===== src/rtl/lfsr_game_timer.sv =====
// Galois LFSR random source plus a prescaled one-shot/periodic interval timer,
// used by the memory game for symbol draws and player response windows.
//
// state | meaning
// IDLE  | timer stopped, Remaining held at 0, Busy low
// RUN   | prescaler counting, Remaining ticks left in the current interval
module lfsr_game_timer #(
    parameter int unsigned      WIDTH = 16,
    parameter logic [WIDTH-1:0] TAPS  = WIDTH'(16'h002C),
    parameter logic [WIDTH-1:0] SEED  = '1,
    parameter int unsigned      DIV   = 50000,
    parameter int unsigned      CW    = 16
) (
    input  logic             Clk,
    input  logic             Rst,
    input  logic             RandEn,
    input  logic             SeedLd,
    input  logic [WIDTH-1:0] SeedIn,
    output logic [WIDTH-1:0] Rand,
    input  logic             Start,
    input  logic             Abort,
    input  logic             Periodic,
    input  logic [CW-1:0]    Duration,
    output logic             Tick,
    output logic             Done,
    output logic             Busy,
    output logic [CW-1:0]    Remaining
);

    localparam int unsigned    PW       = $clog2(DIV);
    localparam logic [PW-1:0]  PRE_LAST = PW'(DIV - 1);

    typedef enum logic {IDLE, RUN} state_t;

    state_t          state;
    logic [PW-1:0]   prescaler;
    logic [CW-1:0]   dur_q;
    logic            periodic_q;
    logic [WIDTH-1:0] lfsr_step;
    logic [WIDTH-1:0] seed_safe;

    always_comb begin
        lfsr_step    = '0;
        lfsr_step[0] = Rand[WIDTH-1];
        for (int i = 1; i < WIDTH; i++) begin
            lfsr_step[i] = Rand[i-1] ^ (TAPS[i] & Rand[WIDTH-1]);
        end
    end

    // An all-zero seed would lock the LFSR up, so fall back to SEED.
    assign seed_safe = (SeedIn == '0) ? SEED : SeedIn;

    always_ff @(posedge Clk) begin
        if (Rst) begin
            Rand       <= SEED;
            state      <= IDLE;
            prescaler  <= '0;
            dur_q      <= '0;
            periodic_q <= 1'b0;
            Tick       <= 1'b0;
            Done       <= 1'b0;
            Busy       <= 1'b0;
            Remaining  <= '0;
        end else begin
            if (SeedLd) begin
                Rand <= seed_safe;
            end else if (RandEn) begin
                Rand <= lfsr_step;
            end

            Tick <= 1'b0;
            Done <= 1'b0;

            if (Abort) begin
                state     <= IDLE;
                Busy      <= 1'b0;
                Remaining <= '0;
                prescaler <= '0;
            end else if (Start) begin
                prescaler <= '0;
                if (Duration != '0) begin
                    state      <= RUN;
                    dur_q      <= Duration;
                    periodic_q <= Periodic;
                    Remaining  <= Duration;
                    Busy       <= 1'b1;
                end else begin
                    // Zero-length interval expires immediately.
                    state     <= IDLE;
                    Remaining <= '0;
                    Busy      <= 1'b0;
                    Done      <= 1'b1;
                end
            end else begin
                case (state)
                    IDLE: begin
                        prescaler <= '0;
                    end
                    RUN: begin
                        if (prescaler == PRE_LAST) begin
                            prescaler <= '0;
                            Tick      <= 1'b1;
                            if (Remaining == CW'(1)) begin
                                Done <= 1'b1;
                                if (periodic_q) begin
                                    Remaining <= dur_q;
                                end else begin
                                    Remaining <= '0;
                                    Busy      <= 1'b0;
                                    state     <= IDLE;
                                end
                            end else begin
                                Remaining <= Remaining - CW'(1);
                            end
                        end else begin
                            prescaler <= prescaler + PW'(1);
                        end
                    end
                    default: begin
                        state <= IDLE;
                    end
                endcase
            end
        end
    end

endmodule


===== config.mk =====
export PLATFORM = sky130hd
export DESIGN_NAME = lfsr_game_timer
export DESIGN_NICKNAME = d
export VERILOG_FILES = /design/src/rtl/lfsr_game_timer.sv
export SDC_FILE = /design/constraint.sdc
export NUM_CORES = 1
export LEC_CHECK = 0
export CORE_MARGIN = 2
export CORE_UTILIZATION = 26
export CTS_CLUSTER_SIZE = 30
export DETAILED_ROUTE_END_ITERATION = 10
export PLACE_DENSITY = 0.53
export SLEW_MARGIN = 5
export SYNTH_ARGS = -nofsm -noshare
export SYNTH_HDL_FRONTEND = slang
export SYNTH_SLANG_ARGS = --single-unit

===== constraint.sdc =====
create_clock -name Clk -period 2.1 [get_ports Clk]
set_input_delay 0.63 -clock Clk [delete_from_list [all_inputs] [get_ports Clk]]
set_output_delay 0.63 -clock Clk [all_outputs]
set_load 0.03 [all_outputs]

==> results.sh <==
export IMPL_outcome="finished clean"
export IMPL_cpPeakStageDelay_ns=0.57
export IMPL_skew_ns=0.00694
export IMPL_rows=41
export IMPL_wl_um=10700
export IMPL_portBuffers=73
export IMPL_core_um2=12700
export IMPL_clock_sinks=69
export IMPL_seqCellArea_um2=1390
export IMPL_hold_depth=1
export IMPL_cts_tree="yes"
export IMPL_reg2reg_from="Remaining[5]"
export IMPL_p_leak_nw=2.12
export IMPL_final_net_count=570
export IMPL_initial_core_util_pct=26.9
export IMPL_die_w_um=119
export IMPL_vias=3476
export IMPL_synth_edf_count=0
export IMPL_dieHeight_um=119
export IMPL_synth_flop_cell="dfxtp_1"
export IMPL_r2r_slack_ns=0.03
export IMPL_yosysUniqueCellTypes=51
export IMPL_final_layout_size_suffix_gt1_share_pct=25.3
export IMPL_cts_buffers_inserted=9
export IMPL_crit_arrival_ns=2.27
export IMPL_relSlewSlack_pct=61.7
export IMPL_syn_nets=427
export IMPL_dieArea_um2=14100
export IMPL_finalCriticalPeriod_ns=2.07
export IMPL_hpwl_um=7930
export IMPL_clock_latency_ns=0.33
export IMPL_area_growth_pct=54.3
export IMPL_clkPwrFrac_pct=41.0
export IMPL_worstRegToRegCells=7
export IMPL_drtAntennaViolNets=0
export IMPL_cp_max_fo=6
export IMPL_synth_area_um2=3420
export IMPL_crit_type="register to register"
export IMPL_viasPerCell=4.93
export IMPL_grt_max_degree=20
export IMPL_clock_path_buffers=2
export IMPL_multi_input_area_um2=1950
export IMPL_path_cells="or4_4 > nor4_4 > buf_4 > a21oi_4 > buf_12 > a222oi_1 > a21oi_1"
export IMPL_combPwrFrac_pct=20.4
export IMPL_root_buffer="clkbuf_16"
export IMPL_avgSynthCellArea_um2=8.89
export IMPL_place_congestion=0.864
export IMPL_cts_hold_buf=0
export IMPL_grt_antenna_before_repair=0
export IMPL_drt_iter0_drc=231
export IMPL_hold_path_startpoint="prescaler[0]"
export IMPL_ios=74
export IMPL_cp_end_kind="register"
export IMPL_start_kind="register"
export IMPL_worst_pin_slew_ns=0.570
export IMPL_grt_overflow_total=0
export IMPL_hold_ws_ns=0.443
export IMPL_detail_route_wl_per_cell_um=15.2
export IMPL_postLayoutCoreUtil_pct=41.5
export IMPL_ys_seq_area_share_pct=40.4
export IMPL_hp_class="register to register"
export IMPL_grt_usage_pct=15.0
export IMPL_drc=0
export IMPL_p_int_mw=2.66
export IMPL_cellPowerDensity_nw_per_um2=688
export IMPL_synth_seq_cells=69
export IMPL_switchingPower_uw=977
export IMPL_fmax_ghz=0.482
export IMPL_p_seq_share_pct=38.6
export IMPL_worst_path_max_delay_cell="or4_4"
export IMPL_report_final_slew_viol_count=0
export IMPL_fill_cells=1324
export IMPL_rsz0062_at_grt="yes"
export IMPL_swShare_pct=26.9
export IMPL_r2r_end="Remaining[9]"
export IMPL_grt_pass1_vias=3376
export IMPL_diodes=0
export IMPL_timing_final_crit_share_pct=98.7
export IMPL_min_to="prescaler[0]"
export IMPL_path_clk_slew_ns=0.05
export IMPL_grt_pass1_wl_um=17100
export IMPL_setup_viol=0
export IMPL_ir_drop_mv=0.359
export IMPL_required_ns=2.30
export IMPL_netlist_instances=385
export IMPL_synth_warnings=0
export IMPL_maxCapViolCount=0
export IMPL_htreeDepth=3
export IMPL_hold_viol=0
export IMPL_ys_async_sr_fraction_pct=0
export IMPL_first_pass_iters=5
==> area by class of cell <==
cell class | instances | share of cell area, %
sequential | 69 | 26.2
clock buffer | 10 | 4.34
inverter | 8 | 0.569
timing repair buffer | 153 | 26.6
multi-input combinational | 287 | 37.0
tap | 172 | 4.07
clock inverter | 6 | 1.21
==> per-layer routing <==
metal / track usage [%] / wire length, µm / share of wire, %
met2: 23.7 / 4960 / 46
met4: 5.36 / 198 / 1.9
met1: 19.7 / 5050 / 47
met3: 3.86 / 495 / 4.6
met5: 0 / 0 / 0
==> power by group through the flow <==
stage	combinational (mW)	clock (mW)	sequential, mW
floorplan	0.298	0	1.49
global placement	0.706	0	1.43
detailed placement	0.707	0	1.43
CTS	0.707	1.51	1.40
global route	0.797	1.58	1.41
finish	0.742	1.49	1.40
==> state kept, by name (all words and copies together) (netlist names) <==
register and flops:
Busy 1, Done 1, Rand 16, Remaining 16
Tick 1, dur_q 16, periodic_q 1, prescaler 16
state 1
==> worst max-delay path by stage <==
stage	startpoint	to	cells past startpoint	slack (ns)
after CTS	Remaining[0]	Remaining[8]	7	0.002
after global routing	Remaining[5]	Remaining[1]	7	-0.06
after global placement	Duration[9]	dur_q[0]	8	-0.28
after detailed placement	Duration[13]	dur_q[0]	8	-0.29
final	Remaining[5]	Remaining[9]	7	0.03
after floorplan	Remaining[8]	Remaining[9]	6	0.01
==> through the flow <==
stage | cells | total power, mW | worst slack, ns | setup TNS, ns | area [µm²]
2_1_floorplan | 385 | 1.79 | 0.00955 | 0 | 3430
5_1_grt | 705 | 3.78 | -0.0577 | -0.336 | 5280
4_1_cts | 698 | 3.62 | 0.00248 | 0 | 5130
3_3_place_gp | 682 | 2.13 | -0.278 | -8.05 | 4850
3_5_place_dp | 682 | 2.13 | -0.292 | -9.32 | 4850
6_report | 705 | 3.64 | 0.0273 | 0 | 5280
==> placed cells by master (no fill, tap or decap), types with 3 or more instances in the layout <==
master and count:
inv_1 7, o221ai_1 3, clkbuf_16 10, nor4_1 9, nor4_4 3, mux2i_1 11, dfxtp_1 65, dlygate4sd2_1 7
a21oi_1 25, a31oi_1 4, mux2_2 13, o22ai_1 18, buf_12 4, dlymetal6s2s_1 6, nand4_1 7, nor3_1 5
buf_4 75, dfxtp_2 4, nand3_1 10, nor4_2 3, a222oi_1 6, clkdlybuf4s50_1 60, nand2b_1 17, nand2_1 25
o21ai_0 18, xor2_1 16, xnor2_1 12, nor2_1 44, a221oi_1 3
==> Yosys cell counts, drive strengths merged, types with 4 or more instances <==
library cell  number  area [µm²]
a222oi             6        60.1
xnor2             12         105
a21oi             27         139
nand4              7        43.8
a221oi             4        35.0
buf                8        62.6
nand2b            17         106
dfxtp             69        1380
mux2              13         146
o21ai             18        90.1
xor2              16         140
nand3             10        50.1
inv                8        30.0
nor3               5        25.0
nor2              45         169
nand2             25        93.8
a31oi              4        25.0
mux2i             11         110
clkbuf            13        62.6
nor4              15         139
o22ai             18         113
==> worst max-delay path: cells and delay by family, from the launching register on <==
family          cells  cell delay (ns)
compound gates      3             0.48
buf+inv             2             0.31
flops               1             0.32
simple gates        2             0.83
==> logic make-up after synthesis <==
kind of cell,Yosys count,share of synthesized area [%]
adders and majority gates,3,1.10
xor gates and xnor gates,28,7.16
AOI/OAI and AO/OA,87,16.0
buffers and inverters,29,4.53
DFF,69,40.4
muxes,24,7.49
and+or+nand+nor,145,23.4
==> timing repair <==
item	CTS	global route
endpoints found under the setup margin	18	29
cloned	0	1
resized for setup	8	22
setup buffers	0	6
pin swaps	0	13
hold endpoints to repair	0	0
No activity file was read; power rests on OpenSTA's default activity.
